`src/rtl/riscv_pkg.sv`:
```
// RV32I decode types shared by decode, control and execute: opcodes, operation
// classes, ALU ops, immediate formats and the decoded bundle.
package riscv_pkg;

    localparam logic [6:0] OPC_LUI    = 7'b0110111;
    localparam logic [6:0] OPC_AUIPC  = 7'b0010111;
    localparam logic [6:0] OPC_JAL    = 7'b1101111;
    localparam logic [6:0] OPC_JALR   = 7'b1100111;
    localparam logic [6:0] OPC_BRANCH = 7'b1100011;
    localparam logic [6:0] OPC_LOAD   = 7'b0000011;
    localparam logic [6:0] OPC_STORE  = 7'b0100011;
    localparam logic [6:0] OPC_OPIMM  = 7'b0010011;
    localparam logic [6:0] OPC_OP     = 7'b0110011;
    localparam logic [6:0] OPC_FENCE  = 7'b0001111;
    localparam logic [6:0] OPC_SYSTEM = 7'b1110011;

    localparam logic [6:0] F7_BASE = 7'h00;
    localparam logic [6:0] F7_ALT  = 7'h20;

    typedef enum logic [3:0] {
        CLS_LUI, CLS_AUIPC, CLS_JAL, CLS_JALR, CLS_BRANCH, CLS_LOAD,
        CLS_STORE, CLS_OPIMM, CLS_OP, CLS_FENCE, CLS_SYSTEM, CLS_ILLEGAL
    } op_class_e;

    typedef enum logic [3:0] {
        ALU_ADD, ALU_SUB, ALU_SLL, ALU_SLT, ALU_SLTU, ALU_XOR,
        ALU_SRL, ALU_SRA, ALU_OR, ALU_AND, ALU_PASSB
    } alu_op_e;

    typedef enum logic [2:0] {
        IMM_NONE, IMM_I, IMM_S, IMM_B, IMM_U, IMM_J
    } imm_fmt_e;

    typedef struct packed {
        op_class_e   op_class;
        alu_op_e     alu_op;
        logic [2:0]  funct3;
        logic [4:0]  rd;
        logic [4:0]  rs1;
        logic [4:0]  rs2;
        logic [31:0] imm;
        logic        uses_rs1;
        logic        uses_rs2;
        logic        writes_rd;
        logic        illegal;
    } dec_bundle_t;

    typedef struct packed {
        logic [31:0] pc;
        dec_bundle_t dec;
    } stage_entry_t;

    function automatic logic [31:0] gen_imm(input logic [31:0] instr, input imm_fmt_e fmt);
        logic [31:0] imm;
        case (fmt)
            IMM_I:   imm = {{20{instr[31]}}, instr[31:20]};
            IMM_S:   imm = {{20{instr[31]}}, instr[31:25], instr[11:7]};
            IMM_B:   imm = {{19{instr[31]}}, instr[31], instr[7], instr[30:25], instr[11:8], 1'b0};
            IMM_U:   imm = {instr[31:12], 12'h000};
            IMM_J:   imm = {{11{instr[31]}}, instr[31], instr[19:12], instr[20], instr[30:21], 1'b0};
            default: imm = '0;
        endcase
        return imm;
    endfunction

    // alt selects SUB for funct3=0 and SRA for funct3=5
    function automatic alu_op_e alu_from_funct3(input logic [2:0] f3, input logic alt);
        alu_op_e op;
        case (f3)
            3'd0:    op = alt ? ALU_SUB : ALU_ADD;
            3'd1:    op = ALU_SLL;
            3'd2:    op = ALU_SLT;
            3'd3:    op = ALU_SLTU;
            3'd4:    op = ALU_XOR;
            3'd5:    op = alt ? ALU_SRA : ALU_SRL;
            3'd6:    op = ALU_OR;
            default: op = ALU_AND;
        endcase
        return op;
    endfunction

endpackage

```
`src/rtl/decode_stage_comb.sv`:
```
// Pure combinational RV32I decoder: raw instruction word -> decoded bundle.
// Illegal encodings collapse to an all-zero bundle tagged CLS_ILLEGAL.
import riscv_pkg::*;

module decode_comb (
    input  logic [31:0] instr_i,
    output dec_bundle_t bundle_o
);

    logic [6:0] opcode;
    logic [2:0] funct3;
    logic [6:0] funct7;
    op_class_e  cls;
    alu_op_e    alu;
    imm_fmt_e   fmt;
    logic       has_rd;
    logic       use1;
    logic       use2;
    logic       bad;

    assign opcode = instr_i[6:0];
    assign funct3 = instr_i[14:12];
    assign funct7 = instr_i[31:25];

    always_comb begin
        cls    = CLS_ILLEGAL;
        alu    = ALU_ADD;
        fmt    = IMM_NONE;
        has_rd = 1'b0;
        use1   = 1'b0;
        use2   = 1'b0;
        bad    = 1'b0;
        case (opcode)
            OPC_LUI: begin
                cls = CLS_LUI; alu = ALU_PASSB; fmt = IMM_U; has_rd = 1'b1;
            end
            OPC_AUIPC: begin
                cls = CLS_AUIPC; fmt = IMM_U; has_rd = 1'b1;
            end
            OPC_JAL: begin
                cls = CLS_JAL; fmt = IMM_J; has_rd = 1'b1;
            end
            OPC_JALR: begin
                cls = CLS_JALR; fmt = IMM_I; has_rd = 1'b1; use1 = 1'b1;
            end
            OPC_BRANCH: begin
                cls = CLS_BRANCH; fmt = IMM_B; use1 = 1'b1; use2 = 1'b1;
                bad = (funct3[2:1] == 2'b01);
                // equality compares via SUB, ordered compares via SLT/SLTU
                case (funct3[2:1])
                    2'b10:   alu = ALU_SLT;
                    2'b11:   alu = ALU_SLTU;
                    default: alu = ALU_SUB;
                endcase
            end
            OPC_LOAD: begin
                cls = CLS_LOAD; fmt = IMM_I; has_rd = 1'b1; use1 = 1'b1;
                bad = (funct3 == 3'd3) || (funct3 == 3'd6) || (funct3 == 3'd7);
            end
            OPC_STORE: begin
                cls = CLS_STORE; fmt = IMM_S; use1 = 1'b1; use2 = 1'b1;
                bad = (funct3 > 3'd2);
            end
            OPC_OPIMM: begin
                cls = CLS_OPIMM; fmt = IMM_I; has_rd = 1'b1; use1 = 1'b1;
                alu = alu_from_funct3(funct3, (funct3 == 3'd5) && instr_i[30]);
                if (funct3 == 3'd1)
                    bad = (funct7 != F7_BASE);
                else if (funct3 == 3'd5)
                    bad = (funct7 != F7_BASE) && (funct7 != F7_ALT);
            end
            OPC_OP: begin
                cls = CLS_OP; has_rd = 1'b1; use1 = 1'b1; use2 = 1'b1;
                alu = alu_from_funct3(funct3, funct7 == F7_ALT);
                if (funct7 == F7_ALT)
                    bad = (funct3 != 3'd0) && (funct3 != 3'd5);
                else if (funct7 != F7_BASE)
                    bad = 1'b1;
            end
            OPC_FENCE: begin
                cls = CLS_FENCE;
            end
            OPC_SYSTEM: begin
                cls = CLS_SYSTEM; fmt = IMM_I; has_rd = 1'b1; use1 = 1'b1;
            end
            default: bad = 1'b1;
        endcase
        if (instr_i[1:0] != 2'b11)
            bad = 1'b1;

        bundle_o = '0;
        if (bad) begin
            bundle_o.op_class = CLS_ILLEGAL;
            bundle_o.illegal  = 1'b1;
        end else begin
            bundle_o.op_class  = cls;
            bundle_o.alu_op    = alu;
            bundle_o.funct3    = funct3;
            bundle_o.rd        = has_rd ? instr_i[11:7] : 5'd0;
            bundle_o.rs1       = use1 ? instr_i[19:15] : 5'd0;
            bundle_o.rs2       = use2 ? instr_i[24:20] : 5'd0;
            bundle_o.imm       = gen_imm(instr_i, fmt);
            bundle_o.uses_rs1  = use1;
            bundle_o.uses_rs2  = use2;
            bundle_o.writes_rd = has_rd && (instr_i[11:7] != 5'd0);
        end
    end

endmodule

```
`src/rtl/decode_stage.sv`:
```
// RV32I decode stage: decodes the fetched word combinationally and holds it in a
// two-entry skid buffer (or a single register) behind valid/ready handshakes.
import riscv_pkg::*;

module decode_stage #(
    parameter bit SKID_EN = 1'b1
) (
    input  logic        clk,
    input  logic        reset,
    input  logic        flush_i,
    input  logic        fetch_valid_i,
    output logic        fetch_ready_o,
    input  logic [31:0] pc_i,
    input  logic [31:0] instr_i,
    output logic        dec_valid_o,
    input  logic        dec_ready_i,
    output logic [31:0] dec_pc_o,
    output logic [3:0]  op_class_o,
    output logic [3:0]  alu_op_o,
    output logic [2:0]  funct3_o,
    output logic [4:0]  rd_o,
    output logic [4:0]  rs1_o,
    output logic [4:0]  rs2_o,
    output logic [31:0] imm_o,
    output logic        uses_rs1_o,
    output logic        uses_rs2_o,
    output logic        writes_rd_o,
    output logic        illegal_o
);

    typedef enum logic [1:0] {BUF_EMPTY, BUF_ONE, BUF_TWO} buf_state_e;

    buf_state_e   state_q, state_d;
    stage_entry_t main_q, main_d;
    stage_entry_t skid_q, skid_d;
    stage_entry_t in_entry;
    dec_bundle_t  in_dec;
    logic         valid_q;
    logic         ready_q;
    logic         enq;
    logic         deq;

    decode_comb u_decode_comb (
        .instr_i  (instr_i),
        .bundle_o (in_dec)
    );

    assign in_entry.pc  = pc_i;
    assign in_entry.dec = in_dec;

    // Without the skid entry, ready must see the downstream consume in the same cycle
    assign fetch_ready_o = SKID_EN ? ready_q : (dec_ready_i | ~valid_q);
    assign dec_valid_o   = valid_q;

    assign enq = fetch_valid_i & fetch_ready_o & ~flush_i;
    assign deq = valid_q & dec_ready_i;

    always_comb begin
        state_d = state_q;
        main_d  = main_q;
        skid_d  = skid_q;
        if (flush_i) begin
            state_d = BUF_EMPTY;
            main_d  = '0;
            skid_d  = '0;
        end else begin
            case (state_q)
                BUF_EMPTY: begin
                    if (enq) begin
                        main_d  = in_entry;
                        state_d = BUF_ONE;
                    end
                end
                BUF_ONE: begin
                    case ({enq, deq})
                        2'b11: main_d = in_entry;
                        2'b01: state_d = BUF_EMPTY;
                        2'b10: begin
                            skid_d  = in_entry;
                            state_d = BUF_TWO;
                        end
                        default: ;
                    endcase
                end
                BUF_TWO: begin
                    if (deq) begin
                        main_d  = skid_q;
                        skid_d  = '0;
                        state_d = BUF_ONE;
                    end
                end
                default: state_d = BUF_EMPTY;
            endcase
        end
    end

    always_ff @(posedge clk or negedge reset) begin
        if (!reset) begin
            state_q <= BUF_EMPTY;
            main_q  <= '0;
            skid_q  <= '0;
            valid_q <= 1'b0;
            ready_q <= 1'b1;
        end else begin
            state_q <= state_d;
            main_q  <= main_d;
            skid_q  <= skid_d;
            valid_q <= (state_d != BUF_EMPTY);
            ready_q <= (state_d != BUF_TWO);
        end
    end

    assign dec_pc_o    = main_q.pc;
    assign op_class_o  = main_q.dec.op_class;
    assign alu_op_o    = main_q.dec.alu_op;
    assign funct3_o    = main_q.dec.funct3;
    assign rd_o        = main_q.dec.rd;
    assign rs1_o       = main_q.dec.rs1;
    assign rs2_o       = main_q.dec.rs2;
    assign imm_o       = main_q.dec.imm;
    assign uses_rs1_o  = main_q.dec.uses_rs1;
    assign uses_rs2_o  = main_q.dec.uses_rs2;
    assign writes_rd_o = main_q.dec.writes_rd;
    assign illegal_o   = main_q.dec.illegal;

endmodule

```
`config.mk`:
```
export PLATFORM = sky130hd
export DESIGN_NAME = decode_stage
export DESIGN_NICKNAME = d
export VERILOG_FILES = /design/src/rtl/riscv_pkg.sv /design/src/rtl/decode_stage_comb.sv /design/src/rtl/decode_stage.sv
export SDC_FILE = /design/constraint.sdc
export NUM_CORES = 1
export LEC_CHECK = 0
export BUFFER_PORTS_ARGS = -buffer_cell sky130_fd_sc_hd__buf_2
export CAP_MARGIN = 20
export CORE_UTILIZATION = 55
export CTS_CLUSTER_DIAMETER = 60
export DETAILED_ROUTE_END_ITERATION = 7
export GPL_ROUTABILITY_DRIVEN = 0
export PLACE_DENSITY = 0.82
export SETUP_SLACK_MARGIN = 0.5
export SYNTH_ARGS = -nofsm -noshare
export SYNTH_HDL_FRONTEND = slang
export SYNTH_SLANG_ARGS = --single-unit
```
`constraint.sdc`:
```
create_clock -name clk -period 4.8 [get_ports clk]
set_input_delay 0.24 -clock clk [delete_from_list [all_inputs] [get_ports clk]]
set_output_delay 0.24 -clock clk [all_outputs]
set_load 0.1 [all_outputs]
```
# [Yosys cells after proc, flatten, opt, wreduce, memory -nomap -nowiden]
# Cells that the tools add are included.
[word_totals] inputBits=69 regBits=192 out_inout_bits=96
[op_classes] magnitude_cmp=1 muxes=40 n_eq_ne=40 n_bitwise=4 n_reduce_logical=22
[op_table] op="two-way mux 94 bit" n=7
[op_table] op="case mux 94 bit (3 select lines)" n=1
[op_table] op="case mux 94 bit (2 select lines)" n=1
[op_table] op="case mux 32 bit (5 select lines)" n=1
[op_table] op="two-way mux 57 bit" n=1
[op_table] op="case mux 4 bit (7 select lines)" n=2
[op_table] op="case mux 4 bit (11 select lines)" n=1
[op_table] op="equality test 7 x 6 -> 1 bit (second input constant)" n=4
[op_table] op="equality test 7 bit (second input constant)" n=4
[op_table] op="equality test 3 bit (second input constant)" n=6
[op_table] op="case mux 4 bit (4 select lines)" n=1
[op_table] op="two-way mux 5 bit" n=3
[op_table] op="case mux 3 bit (5 select lines)" n=1
[op_table] op="equality test 7 x 5 -> 1 bit (second input constant)" n=2
[op_table] op="two-way mux 1 bit" n=13
[op_table] op="equality test 3 x 2 -> 1 bit (second input constant)" n=4
[op_table] op="!= test 3 bit (second input constant)" n=4
[op_table] op="equality test 2 bit (second input constant)" n=5
[op_table] op="OR reduction 8 bit" n=1
[op_table] op="equality test 7 x 2 -> 1 bit (second input constant)" n=1
[op_table] op="equality test 7 x 4 -> 1 bit (second input constant)" n=1
[op_table] op="!= test 7 x 6 -> 1 bit (second input constant)" n=1
[op_table] op="nonzero test 7 bit" n=1
[op_table] op="OR reduction 7 bit" n=1
[op_table] op="other kinds (27)" n=40

# [Logic depth before layout (Yosys ltp)]
[logic_depth] word_depth=10 ltp_mapped=11

# [Hierarchy]
# Synthesis repeated with hierarchy kept, for this count alone.
[unflattened] hier_cells=1055 hier_area_um2=10669.0
[modules_own_cells] module="decode_stage" seq_area_each_um2=4805.9 instances=1 cells_each=833 area_each_um2=9417.8
[modules_own_cells] module="decode_comb" seq_area_each_um2=0.0 instances=1 cells_each=222 area_each_um2=1251.2

# [Least setup slack after synthesis]
# OpenSTA, ideal clock, no wires.
[synth_timing] path_type="register -> register" start="register valid_q, in the netlist dec_valid_o" end="register main_q (netlist bit imm_o[30])" setup_slack_ps=1778 n_path_buf=1 path_stages_with_launch=11 setup_time_ps=76 arrival_ps=2945 cell_sequence="dfrtp_1 -> nand2_1 -> inv_1 -> ha_1 -> inv_1 -> a221o_1 -> or3_1 -> nor4_4 -> nand2_2 -> buf_2 -> o21ai_1"
[synth_between] elab_chain_len=4
[synth_lines] element="start, declared" line="decode_stage.sv:38" text="logic valid_q;"
[synth_lines] element="start signal, assigned" line="decode_stage.sv:108" text="valid_q <= (state_d != BUF_EMPTY);"
[synth_lines] element="AND 1 bit *" line="decode_stage.sv:56" text="assign deq = valid_q & dec_ready_i;"
[synth_lines] element="equality test 2 bit" line="decode_stage.sv:75" text="case ({enq, deq})"
[synth_lines] element="!= test 3 x 2 -> 1 bit (no line)"
[synth_lines] element="AND reduction 4 bit (no line) *"
[synth_lines] element="end signal, assigned" line="decode_stage.sv:106" text="main_q <= main_d;"
[synth_lines] element="end, declared" line="decode_stage.sv:34" text="stage_entry_t main_q, main_d;"
# Every way passes the cells marked *; elsewhere a longest branch is shown, timed or not.
# A chain may end at the register's enable or synchronous reset.

# [Worst setup path in the final report]
[layout_timing] start="register ready_q, in the netlist fetch_ready_o" end="register main_q (netlist bit imm_o[2])"
[layout_between] elab_chain_len=5
[layout_lines] element="start, declared" line="decode_stage.sv:39" text="logic ready_q;"
[layout_lines] element="start signal, assigned" line="decode_stage.sv:109" text="ready_q <= (state_d != BUF_TWO);"
[layout_lines] element="AND 1 bit * (2 in a row)" line="decode_stage.sv:55" text="assign enq = fetch_valid_i & fetch_ready_o & ~flush_i;"
[layout_lines] element="equality test 2 bit" line="decode_stage.sv:75"
[layout_lines] element="!= test 3 x 2 -> 1 bit (no line)"
[layout_lines] element="AND reduction 4 bit (no line) *"
# Marked as above.

==> key figures <==
Logic synthesis
  – Synth cell count leaders: dfrtp_1 (191), nand2_1 (146), o21ai_0 (94)
  – Cells after Synth: 902
  – Synth unique cells: between 60 and 70
  – Synth Flop Type: dfrtp_1
  – Post-synthesis sequential area ratio: 0.545
  – Synth area leaders: dfrtp_1 (54%), nand2_1 (6.2%), a22oi_1 (5.6%), o21ai_0 (5.3%), mux2i_1 (3.7%)
  – Net Count, Synth: around 980
  – Synthesized area: 8820 sq um
  – Synth Area per Inst: 9.78 sq um
  – Post-synth EDFFs: 0
  – Post-synth top area cell: dfrtp_1
  – Post-synth top area share: 0.542
  – Ys async rst share: 1.00
  – Count leader, synth: dfrtp_1
  – Synthesized flop and latch total: 192
  – Synth warnings: 0

Power
  – Power share of the sequential group: 0.441
  – Pwr per Cell Area: 374 nW/um^2
  – Worst VDD drop: between 0.0002 and 0.00025 V
  – Leakage power: approximately 5 nW
  – Net Sw Frac: 0.305
  – Comb pwr share: 0.170
  – Net Sw Power: 1.19 mW
  – P_int: about 2.7 mW
  – Share of total power in the clock network: 0.388

Clocking
  – CTS tree: built
  – Resize count post-CTS: 0
  – H-tree levels: 4
  – CTS root buffer: clkbuf_16
  – Clock Path Buffers: 2
  – Clock-pin slew on the worst setup and hold paths: about 0.070 ns
  – Num CTS Buffers: 17
  – Clk sink count: 192
  – Worst-skew pair later-pin latency: 0.43 ns

Floorplan
  – Row count: 45
  – Initial Util: 0.572
  – Die footprint: 16500 sq um
  – Placeable Area: 15400 sq um
  – Die height: 129 microns
  – I/O pin cnt: between 150 and 200
  – Horiz. Die Dim: ~130 microns

Timing
  – Tmin final: ~3.3 ns
  – Relative slew slack: 0.310
  – Fin. max-slew vios: 0
  – RSZ-0062 raised after global routing: false
  – TNS Setup: 0 ns
  – Final setup vio count: 0
  – Setup Skew: 0.00920 ns
  – Final period util: 0.694
  – Fin. Hold Viols: 0
  – Slew @ Worst Pin: 1.03 ns
  – Worst hold slack: 0.0592 ns
  – Fmax: between 0.3 and 0.4 GHz
  – PnR worst setup slack: 1.47 ns

Worst setup path
  – Max Fanout on Critical Path: 26
  – Slowest stage delay, CP: 0.53 ns
  – CP bufs+invs: 2
  – Slowest CP cell: dfstp_2
  – CP Capture Type: flop
  – Crit-path cells: nand2_1, nor2_1, ha_1, inv_1, a221o_1, or3_1, nor4_4, buf_4, nand2_2, o21ai_0
  – Crit path max-delay family: simple AND/OR/NAND/NOR gates
  – WP data required: 5.12 ns
  – Critical path class: reg2reg
  – Crit path DAT: roughly 3.7 ns
  – CP Launch Type: flop

Place
  – Dpl cell area: 9780 sq um
  – Pre-CTS setup slack: 1.57 ns
  – Port Buffers: 164
  – Post-DP HPWL: 14700 microns

Global routing
  – Total track usage: 0.296
  – Initial antenna violation count: 0
  – Largest net degree at the start of global routing: 100
  – First-pass GRT wire length: 37700 microns
  – Vias in the first global route: roughly 7400
  – Gr ovfl total: 0

Route
  – Final WL: 22900 microns
  – DRT iter0 DRCs: between 700 and 800
  – WL per Instance: 18.2 microns
  – DR DRC count: 0
  – Remaining antenna violation count: 0
  – Routed vias/inst: ~6.1
  – Via count: 7606
  – DRT Pass-1 Iters: 6

Final layout
  – Share of post-route cells with drive strength above 1: 0.222
  – Antenna diode count: 0
  – Final nets: 1107
  – Design area: roughly 10000 sq um
  – Area Growth Syn to Fin: 18.2%
  – Fillers: 1242

Run status
  – Outcome: completed

Min path
  – Hold WC Path Type: in2reg

Run
  – Max Cap Viol: 0
-- placed cells by master, fill, tap and decap left out, types with 6 or more instances in the layout --
| master | count |
|---|---|
| a22o_1 | 23 |
| dfrtp_1 | 191 |
| nor2_1 | 52 |
| o21ai_1 | 22 |
| o21ai_0 | 94 |
| a21oi_1 | 43 |
| buf_2 | 163 |
| clkbuf_16 | 17 |
| or2_2 | 6 |
| a22oi_1 | 66 |
| buf_4 | 12 |
| inv_1 | 14 |
| nand3_1 | 32 |
| nand2_1 | 146 |
| a211oi_1 | 33 |
| mux2i_1 | 33 |
-- metal layers --
metal	part of all wire	GRT usage	vias to the layer above
met4	0.026	0.129	0
met1	0.43	0.414	3696
li1	-	-	3533
met2	0.47	0.451	327
met5	0	0	-
met3	0.072	0.0590	50
-- cell families (layout without fill, tap and decap cells) --
family          count (synthesis)  after routing  synth area share
xor+xnor                        1              1          0.000994
flops                         192            192             0.545
compound gates                308            308             0.226
buf+inv                        80            222            0.0360
mux                            33             33            0.0375
simple gates                  282            282             0.146
fa+ha+maj                       6              6           0.00851
-- state kept, by name (all words and copies together), names as in the netlist, 2 cells and up --
signal / flops
imm_o: 32
state_q: 2
skid_q: 94
funct3_o: 3
rs1_o: 5
op_class_o: 4
rd_o: 5
rs2_o: 5
alu_op_o: 4
dec_pc_o: 32
-- worst paths after layout --
kind	start	end	slack (ns)	cells past startpoint
min in group asynchronous	reset	skid_q[70]	0.45	2
worst min register to register	skid_q[66]	skid_q[66]	0.48	2
worst max register to register	fetch_ready_o	imm_o[2]	1.47	10
worst max-delay path	fetch_ready_o	imm_o[2]	1.47	10
worst min-delay path	pc_i[8]	skid_q[70]	0.06	3
max in group asynchronous	reset	skid_q[60]	3.15	3
-- worst register-to-register path, cell delays in order, from the launching register on --
cell	delay, ns
dfstp_2	0.53
nand2_1	0.09
nor2_1	0.19
ha_1	0.18
inv_1	0.04
a221o_1	0.43
or3_1	0.45
nor4_4	0.16
buf_4	0.34
nand2_2	0.43
o21ai_0	0.38
-- power groups by stage --
stage	logic [mW]	clock network (mW)	registers [mW]
after floorplan	0.199	0	2.03
after global placement	0.652	0	1.75
after detailed placement	0.660	0	1.75
after CTS	0.664	1.53	1.72
after global routing	0.709	1.59	1.73
final	0.664	1.51	1.72
-- metrics by stage --
step,cells,utilization,total power [mW]
4_1_cts,1255,0.676,3.91
5_1_grt,1255,0.676,4.02
3_5_place_dp,1223,0.634,2.41
3_3_place_gp,1223,0.634,2.40
2_1_floorplan,902,-,2.23
6_report,1255,0.676,3.90
-- what timing repair did --
item | 4_1_cts | 5_1_grt
setup buffers | 0 | 0
hold endpoints to repair | 96 | 0
hold buffers | 1 | 0
-- final cells by class --
cell class / instances / area, sq um / area share
tap: 211 / 264 / 0.0253
clock inverter: 12 / 179 / 0.0172
multi-input combinational: 630 / 3740 / 0.359
timing repair buffer: 177 / 930 / 0.0892
clock buffer: 19 / 453 / 0.0435
sequential: 192 / 4810 / 0.461
inverter: 14 / 52.6 / 0.00504
Power figures use the tool's default switching activity.
